===== config.mk =====
export PLATFORM = sky130hd
export DESIGN_NAME = if_stage
export DESIGN_NICKNAME = d
export VERILOG_FILES = /design/src/rtl/if_stage.sv
export SDC_FILE = /design/constraint.sdc
export NUM_CORES = 1
export LEC_CHECK = 0
export CORE_MARGIN = 2
export CORE_UTILIZATION = 44
export DETAILED_ROUTE_END_ITERATION = 8
export GPL_TIMING_DRIVEN = 0
export PLACE_DENSITY = 0.85
export SLEW_MARGIN = 0
export SYNTH_ARGS = -nofsm -noshare
export SYNTH_HDL_FRONTEND = slang
export SYNTH_SLANG_ARGS = --single-unit

===== constraint.sdc =====
create_clock -name i_clk -period 5.5 [get_ports i_clk]
set_clock_uncertainty 0.2 [all_clocks]
set_input_delay 1.1 -clock i_clk [delete_from_list [all_inputs] [get_ports i_clk]]
set_output_delay 1.1 -clock i_clk [all_outputs]
set_load 0.01 [all_outputs]

===== src/rtl/if_stage.sv =====
// Instruction-fetch stage: PC register, next-PC selection (sequential, branch, interrupt, mret),
// IF/ID pipeline register and a RUN/HANDLER tracker that blocks nested interrupts.
module if_stage #(
  parameter logic [31:0] RESET_VECTOR = 32'h0000_0000,
  parameter logic [31:0] NOP_INSTR    = 32'h0000_0013
) (
  input  logic        i_clk,
  input  logic        i_rst,
  input  logic [31:0] i_instr,
  input  logic        i_stall,
  input  logic        i_br_taken,
  input  logic [31:0] i_br_target,
  input  logic        i_irq_req,
  input  logic [31:0] i_mtvec,
  input  logic        i_mret,
  input  logic [31:0] i_mepc,
  output logic [31:0] o_pc,
  output logic [31:0] o_instr,
  output logic [31:0] o_if_pc,
  output logic        o_valid,
  output logic        o_irq_ack,
  output logic [31:0] o_epc,
  output logic        o_in_handler
);

  typedef enum logic {StRun, StHandler} state_e;

  state_e      r_state;
  logic [31:0] r_pc;
  logic [31:0] r_instr;
  logic [31:0] r_if_pc;
  logic        r_valid;
  logic        r_irq_ack;
  logic [31:0] r_epc;

  logic        w_take;
  logic        w_redirect;
  logic [31:0] w_br_target;
  logic [31:0] w_pc_next;
  logic [31:0] w_epc_next;

  assign w_take      = i_irq_req & (r_state == StRun) & ~i_mret;
  assign w_redirect  = w_take | i_mret | i_br_taken;
  assign w_br_target = {i_br_target[31:2], 2'b00};

  // The older branch completes before the trap, so the handler returns to its target.
  assign w_epc_next  = i_br_taken ? w_br_target : r_pc;

  always_comb begin
    w_pc_next = r_pc + 32'd4;
    if (w_take) begin
      w_pc_next = {i_mtvec[31:2], 2'b00};
    end else if (i_mret) begin
      w_pc_next = {i_mepc[31:2], 2'b00};
    end else if (i_br_taken) begin
      w_pc_next = w_br_target;
    end else if (i_stall) begin
      w_pc_next = r_pc;
    end
  end

  always_ff @(posedge i_clk or posedge i_rst) begin
    if (i_rst) begin
      r_state   <= StRun;
      r_pc      <= RESET_VECTOR;
      r_instr   <= NOP_INSTR;
      r_if_pc   <= RESET_VECTOR;
      r_valid   <= 1'b0;
      r_irq_ack <= 1'b0;
      r_epc     <= 32'h0;
    end else begin
      r_pc      <= w_pc_next;
      r_irq_ack <= w_take;

      unique case (r_state)
        StRun:     if (w_take) r_state <= StHandler;
        StHandler: if (i_mret) r_state <= StRun;
        default:   r_state <= StRun;
      endcase

      if (w_take) begin
        r_epc <= w_epc_next;
      end

      // A redirect flushes even when stalled; a plain stall freezes IF/ID.
      if (w_redirect) begin
        r_instr <= NOP_INSTR;
        r_if_pc <= r_pc;
        r_valid <= 1'b0;
      end else if (!i_stall) begin
        r_instr <= i_instr;
        r_if_pc <= r_pc;
        r_valid <= 1'b1;
      end
    end
  end

  assign o_pc         = r_pc;
  assign o_instr      = r_instr;
  assign o_if_pc      = r_if_pc;
  assign o_valid      = r_valid;
  assign o_irq_ack    = r_irq_ack;
  assign o_epc        = r_epc;
  assign o_in_handler = (r_state == StHandler);

endmodule


==> impl_metrics.yaml, run 1 <==
clock_tree:
  clockBufferDepth: 2
  cts.repair.resized: 0
  clk_latency_ns: 0.42
  clkSinkCount: 126
  cts_max_level: 4
  cts-buffers-inserted: 17
  postCtsSetupBuffers: 0
  cts_tree: "built"
  clk_pin_slew_ns: 0.06
  hold_buffers: 0
  root_buffer: "clkbuf_16"
placed_design:
  port_buffers: 254
  dpl.cell_count: 1157
  placed_area_um2: 9380
  hpwl_um: 18000
  gp_congestion: 0.902
  place_ws_ns: 1.47
global_route:
  grt_overflow_total: 0
  grt_pass1_wl_um: 37700
  grt_max_degree: 65
  track_usage_pct: 31.1
  grt_pass1_vias: 6530
  antenna_found_initial: 0
cells_and_area:
  final_area_um2: 9990
  fin_util_pct: 68.8
  drive_gt1_share_pct: 7.46
  fill_cells: 1124
  nets: 1127
  area_growth_pct: 52.4
  diodes: 0
  stdcell_count: 1189
worst_hold_path:
  hp-start: "o_if_pc[20]$_DFFE_PP0P_"
  worstHoldPathType: "reg2reg"
  whs_path_depth: 2
  hold-path-endpoint: "o_if_pc[20]$_DFFE_PP0P_"
floorplan:
  io_pins: 265
  start_util_pct: 45.1
  dieArea_um2: 15900
  die_height_um: 126
  coreArea_um2: 14500
  rows: 44
  die_w_um: 126
sta:
  grt_setup_unrepaired: "no"
  setup_viol: 0
  fin_hold_ws_ns: 0.265
  tightest_slew_ns: 0.961
  worst_slack_ns: 1.90
  min_period_ns: 3.60
  fin_crit_sh_pct: 65.4
  slew_violations: 0
  hold_viol_final: 0
  slew_headroom_pct: 35.9
  max_freq_ghz: 0.278
setup_path:
  cp_slowest_cell: "nor2_1"
  rrSetupSlack_ns: 2.74
  worst_setup_path_end_kind: "flip-flop"
  slowest_delay_ns: 0.76
  critPathKind: "in2reg"
  r2r-end: "o_epc[22]$_DFFE_PP0P_"
  worst_setup_path_start_kind: "primary input"
  cp_max_fo: 10
  cp.required_ns: 5.61
  r2r_start: "o_in_handler$_DFF_PP0_"
  arrival_ns: 3.71
  reg2regPathDepth: 6
  path_cells: "clkdlybuf4s50_1, inv_1, clkbuf_1, nand2_1, nor2_1, o31ai_1, a22o_1"
detailed_routing:
  routed_wl_um: 25100
  ant_nets: 0
  drc: 0
  wl_per_cell_um: 21.1
  drtPass1Iterations: 6
  avgViaCountPerCell: 5.78
  vias: 6877
  drt_iter0_drc: 840
power_and_ir_drop:
  p_leak_nw: 4.28
  p_int_w: 0.00220
  p_seq_share_pct: 37.0
  switching_power_w: 0.000900
  p_per_area_nw_per_um2: 310
  irDropWorstVdd_v: 0.000194
  p_comb_share_pct: 24.7
  swShare_pct: 29.1
  power_frac_clock_pct: 38.2
synthesis:
  synth_edf_count: 0
  syn_inst: 715
  ys_types: 56
  netlist_area_um2: 6560
  yosysWarnings: 0
  seq_area_frac_synth_pct: 48.1
  ys_ff_latch: 126
  synthArstFlopShare_pct: 100
  synth-main-ff-cell: "dfrtp_1"
  syn_avg_cell_area_um2: 9.17
outcome:
  status: "finished clean"
flow_run:
  drv_cap: 0
[Yosys cell counts (2+ instances only)]
cell / n / share of area [%]
a211oi_1: 3 / 0.34
a21o_1: 4 / 0.46
a21oi_1: 53 / 4.0
a22o_1: 2 / 0.27
a2bb2oi_1: 6 / 0.80
a31oi_1: 9 / 0.86
and2_1: 4 / 0.38
and3_1: 5 / 0.48
buf_1: 5 / 0.29
buf_2: 17 / 1.3
buf_4: 5 / 0.57
clkbuf_1: 31 / 1.8
dfrtp_1: 123 / 47
dfstp_2: 3 / 1.2
inv_1: 12 / 0.69
mux2i_1: 63 / 9.6
nand2_1: 104 / 6.0
nand2b_1: 7 / 0.67
nand3_1: 11 / 0.84
nand4_1: 11 / 1.0
nand4_2: 3 / 0.57
nor2_1: 99 / 5.7
nor2b_1: 3 / 0.29
nor3_1: 13 / 0.99
nor3b_1: 10 / 1.1
nor4_1: 5 / 0.48
nor4_4: 2 / 0.65
o211ai_1: 3 / 0.34
o21a_1: 5 / 0.57
o21ai_0: 30 / 2.3
o21ai_1: 2 / 0.15
o221a_2: 5 / 0.86
o22ai_1: 2 / 0.19
o2bb2ai_1: 11 / 1.5
o31a_1: 3 / 0.40
o31ai_1: 6 / 0.69
o41a_1: 2 / 0.34
or3_1: 10 / 0.95
xor2_1: 6 / 0.80
[per-stage QoR]
step / TNS (ns) / total power, W
floorplan: 0 / 0.00147
global placement: -126.00 / 0.00190
detailed placement: 0 / 0.00192
CTS: 0 / 0.00309
global route: 0 / 0.00321
finish: 0 / 0.00310
[worst max-delay path by stage]
stage / depth (start not counted) / endpoint / startpoint
4_1_cts: 7 / o_pc[14]$_DFFE_PP0P_ / i_mret
3_3_place_gp: 2 / o_if_pc[4]$_DFFE_PP0P_ / i_rst
2_1_floorplan: 1 / o_epc[10]$_DFFE_PP0P_ / i_rst
3_5_place_dp: 7 / o_pc[14]$_DFFE_PP0P_ / i_mret
6_report: 7 / o_pc[14]$_DFFE_PP0P_ / i_mret
5_1_grt: 7 / o_pc[14]$_DFFE_PP0P_ / i_mret
[registers in the layout, indices dropped and copies added (netlist names)]
name,count
o_in_handler,1
o_instr,32
o_epc,31
o_irq_ack,1
o_pc,30
o_if_pc,30
o_valid,1
[cell families (layout without fill, tap and decap cells)]
kind of cell,after synthesis,after routing,synth area share [%]
AOI/OAI and AO/OA,153,153,15.2
xor gates and xnor gates,6,6,0.801
adders and majority gates,1,1,0.191
buffers and inverters,70,357,4.62
DFF,126,126,48.1
muxes,63,63,9.61
other,1,4,0.0572
and+or+nand+nor,295,295,21.4
[power by group through the flow]
stage          Combinational [W]  Clock [W]  Sequential (W)
5_1_grt                 0.000818    0.00123         0.00116
4_1_cts                 0.000765    0.00118         0.00114
6_report                0.000766    0.00118         0.00115
2_1_floorplan           0.000287          0         0.00119
3_3_place_gp            0.000744          0         0.00115
3_5_place_dp            0.000760          0         0.00116
[layout by cell type (no fill, tap or decap), types with 17 or more instances in the layout]
cell	netlist	routed
a21oi_1	53	53
buf_2	17	17
clkbuf_1	31	31
clkbuf_16	0	17
clkdlybuf4s50_1	0	254
dfrtp_1	123	123
mux2i_1	63	63
nand2_1	104	104
nor2_1	99	99
o21ai_0	30	30
[area by class of cell]
type / instances / area (um2) / area share, %
clock buffers: 21 / 480 / 4.81
repair buffers: 255 / 2570 / 25.7
clock inverters: 11 / 138 / 1.38
plain buffers: 58 / 258 / 2.58
multi-input cells: 522 / 3110 / 31.1
inverters: 12 / 50.0 / 0.501
flip-flops and latches: 126 / 3160 / 31.6
well taps: 184 / 230 / 2.30
[worst max-delay path: cells and delay by family]
kind	cells	cell delay [ns]
buffers and inverters	3	1.15
AO/OA/AOI/OAI	2	0.38
AND/OR/NAND/NOR	2	1.07
[routing by layer]
layer  up-vias  GRT usage (%)  wire, um  part of all wire (%)
met5         -              0         0                     0
met4         0           12.6       791                   3.1
met3        55           8.07      2660                    11
met2       463           48.6     11600                    46
met1      3305           41.4     10100                    40
li1       3054              -         -                     -
No activity file was read; power rests on OpenSTA's default activity.
==> run 2: changes to the inputs <==
Settings changed: CORE_UTILIZATION 44 to 40, PLACE_DENSITY 0.85 to 0.82.
Clock period 5.5 ns to 3.2 ns, I/O delays scaled along.
==> run 2 against run 1 <==
  * Flip-flop and latch count unchanged
  * Cell count rose by 2.9%
  * Sequential power is 71% higher
  * Worst hold slack worse by 0.0033 ns
  * Clock power grew 80%
  * Critical path type unchanged
  * Largest cell class unchanged
==> impl_metrics.yaml, run 2 (synthesis results as in run 1) <==
power_and_ir_drop:
  power_w: 0.00542
  p_per_area_nw_per_um2: 537
  p_leak_nw: 4.31
  irDropWorstVdd_v: 0.000365
floorplan:
  coreArea_um2: 15900
  die_w_um: 132
  start_util_pct: 41.1
  dieArea_um2: 17400
  io_pins: 265
  die_height_um: 132
  rows: 46
sta:
  tightest_slew_ns: 0.988
  setup_viol: 0
  fin_crit_sh_pct: 94.7
  slew_headroom_pct: 34.1
  max_freq_ghz: 0.330
  hold_viol_final: 0
  min_period_ns: 3.03
  grt_setup_unrepaired: "no"
  slew_violations: 0
  tns_ns: 0
clock_tree:
  cts.repair.resized: 0
  clk_pin_slew_ns: 0.06
  cts-buffers-inserted: 17
  hold_buffers: 0
  clockBufferDepth: 2
  postCtsSetupBuffers: 0
  clkSinkCount: 126
  cts_tree: "built"
  root_buffer: "clkbuf_16"
  cts_max_level: 4
  clk_latency_ns: 0.42
cells_and_area:
  diodes: 0
  stdcell_count: 1223
  final_area_um2: 10100
  area_growth_pct: 53.8
  nets: 1129
  drive_gt1_share_pct: 7.25
  multi_input_area_um2: 3110
  final_common_cell: "clkdlybuf4s50_1"
  final-seq-area_um2: 3160
  layout_common_cells: "clkdlybuf4s50_1 (254), dfrtp_1 (123), nand2_1 (104)"
  largest_reg_flops: 32
  fill_cells: 1375
detailed_routing:
  vias: 6881
  wl_per_cell_um: 21.1
  routed_wl_um: 25900
  drtPass1Iterations: 5
  avgViaCountPerCell: 5.63
  drt_iter0_drc: 621
  ant_nets: 0
  drc: 0
setup_path:
  worst_setup_path_end_kind: "flip-flop"
  critPathKind: "in2reg"
  cp.required_ns: 3.27
  path_buf_inv: 4
  cp_top_family: "buffers and inverters"
  path_cells: "clkdlybuf4s50_1, buf_2, buf_2, clkbuf_1, mux2i_1, a21oi_1"
  slowest_delay_ns: 0.77
  cp_max_fo: 10
  cp_slowest_cell: "clkbuf_1"
  arrival_ns: 3.11
  crit_top_cell: "buf_2"
  worst_setup_path_start_kind: "primary input"
placed_design:
  placed_area_um2: 9450
  hpwl_um: 18800
  dpl.cell_count: 1191
  port_buffers: 254
  gp_congestion: 0.869
global_route:
  track_usage_pct: 29.8
  antenna_found_initial: 0
  grt_pass1_vias: 6843
  grt_pass1_wl_um: 39700
  grt_max_degree: 41
  grt_overflow_total: 0
outcome:
  status: "finished clean"
worst_hold_path:
  worstHoldPathType: "reg2reg"
flow_run:
  drv_cap: 0
## run 2: cell types whose count changed in the layout (fill, tap and decap cells not counted)
cell | before | now
clkbuf_1 | 31 | 36
clkinv_2 | 5 | 1
buf_12 | 0 | 3
clkinvlp_4 | 3 | 1
buf_16 | 1 | 0
bufinv_16 | 3 | 4
clkbuf_8 | 4 | 5
inv_6 | 1 | 0
nor2_1 | 99 | 98
nor2_2 | 0 | 1
## run 2: layer usage
layer | up-vias | routed length, um | global-route usage (%)
li1 | 3062 | - | -
met1 | 3318 | 9970 | 36.5
met2 | 438 | 12000 | 48.1
met3 | 63 | 3030 | 10.1
met4 | 0 | 852 | 12.6
met5 | - | 0 | 0
## run 2: power breakdown
group          switching (W)  internal [W]
Clock               0.000709       0.00141
Sequential          0.000188       0.00178
Combinational       0.000633      0.000695
Total                0.00153       0.00389
## run 2: cell type report
| type | instances | area share [%] |
|---|---|---|
| multi-input cells | 522 | 30.9 |
| clock buffers | 27 | 5.09 |
| clock inverters | 5 | 1.24 |
| plain buffers | 58 | 2.56 |
| repair buffers | 257 | 25.8 |
| well taps | 216 | 2.68 |
| inverters | 12 | 0.484 |
| flip-flops and latches | 126 | 31.3 |
## run 2: final timing paths
path	from	end	slack (ns)	cells past startpoint
min	o_if_pc[20]$_DFFE_PP0P_	o_if_pc[20]$_DFFE_PP0P_	0.26	2
max	i_br_taken	o_epc[13]$_DFFE_PP0P_	0.17	6
max reg2reg	o_in_handler$_DFF_PP0_	o_epc[20]$_DFFE_PP0P_	0.39	5
min reg2reg	o_if_pc[20]$_DFFE_PP0P_	o_if_pc[20]$_DFFE_PP0P_	0.26	2
min in group asynchronous	i_rst	o_instr[26]$_DFFE_PP0P_	0.49	2
max in group asynchronous	i_rst	o_pc[28]$_DFFE_PP0P_	1.49	4
## run 2: tightest hold or removal path, stage by stage, from the launching register on
cell	delay, ns
dfrtp_1	0.34
nand2_1	0.05
nand2_1	0.05
## run 2: per-stage QoR
| step | hold slack, ns | utilization [%] | worst slack, ns |
|---|---|---|---|
| 2_1_floorplan | 0.305 | - | 0.809 |
| 3_3_place_gp | 0.250 | 58.9 | -0.435 |
| 3_5_place_dp | 0.255 | 59.3 | -0.416 |
| 4_1_cts | 0.267 | 63.3 | 0.0305 |
| 5_1_grt | 0.279 | 63.3 | 0.0139 |
| 6_report | 0.262 | 63.3 | 0.169 |
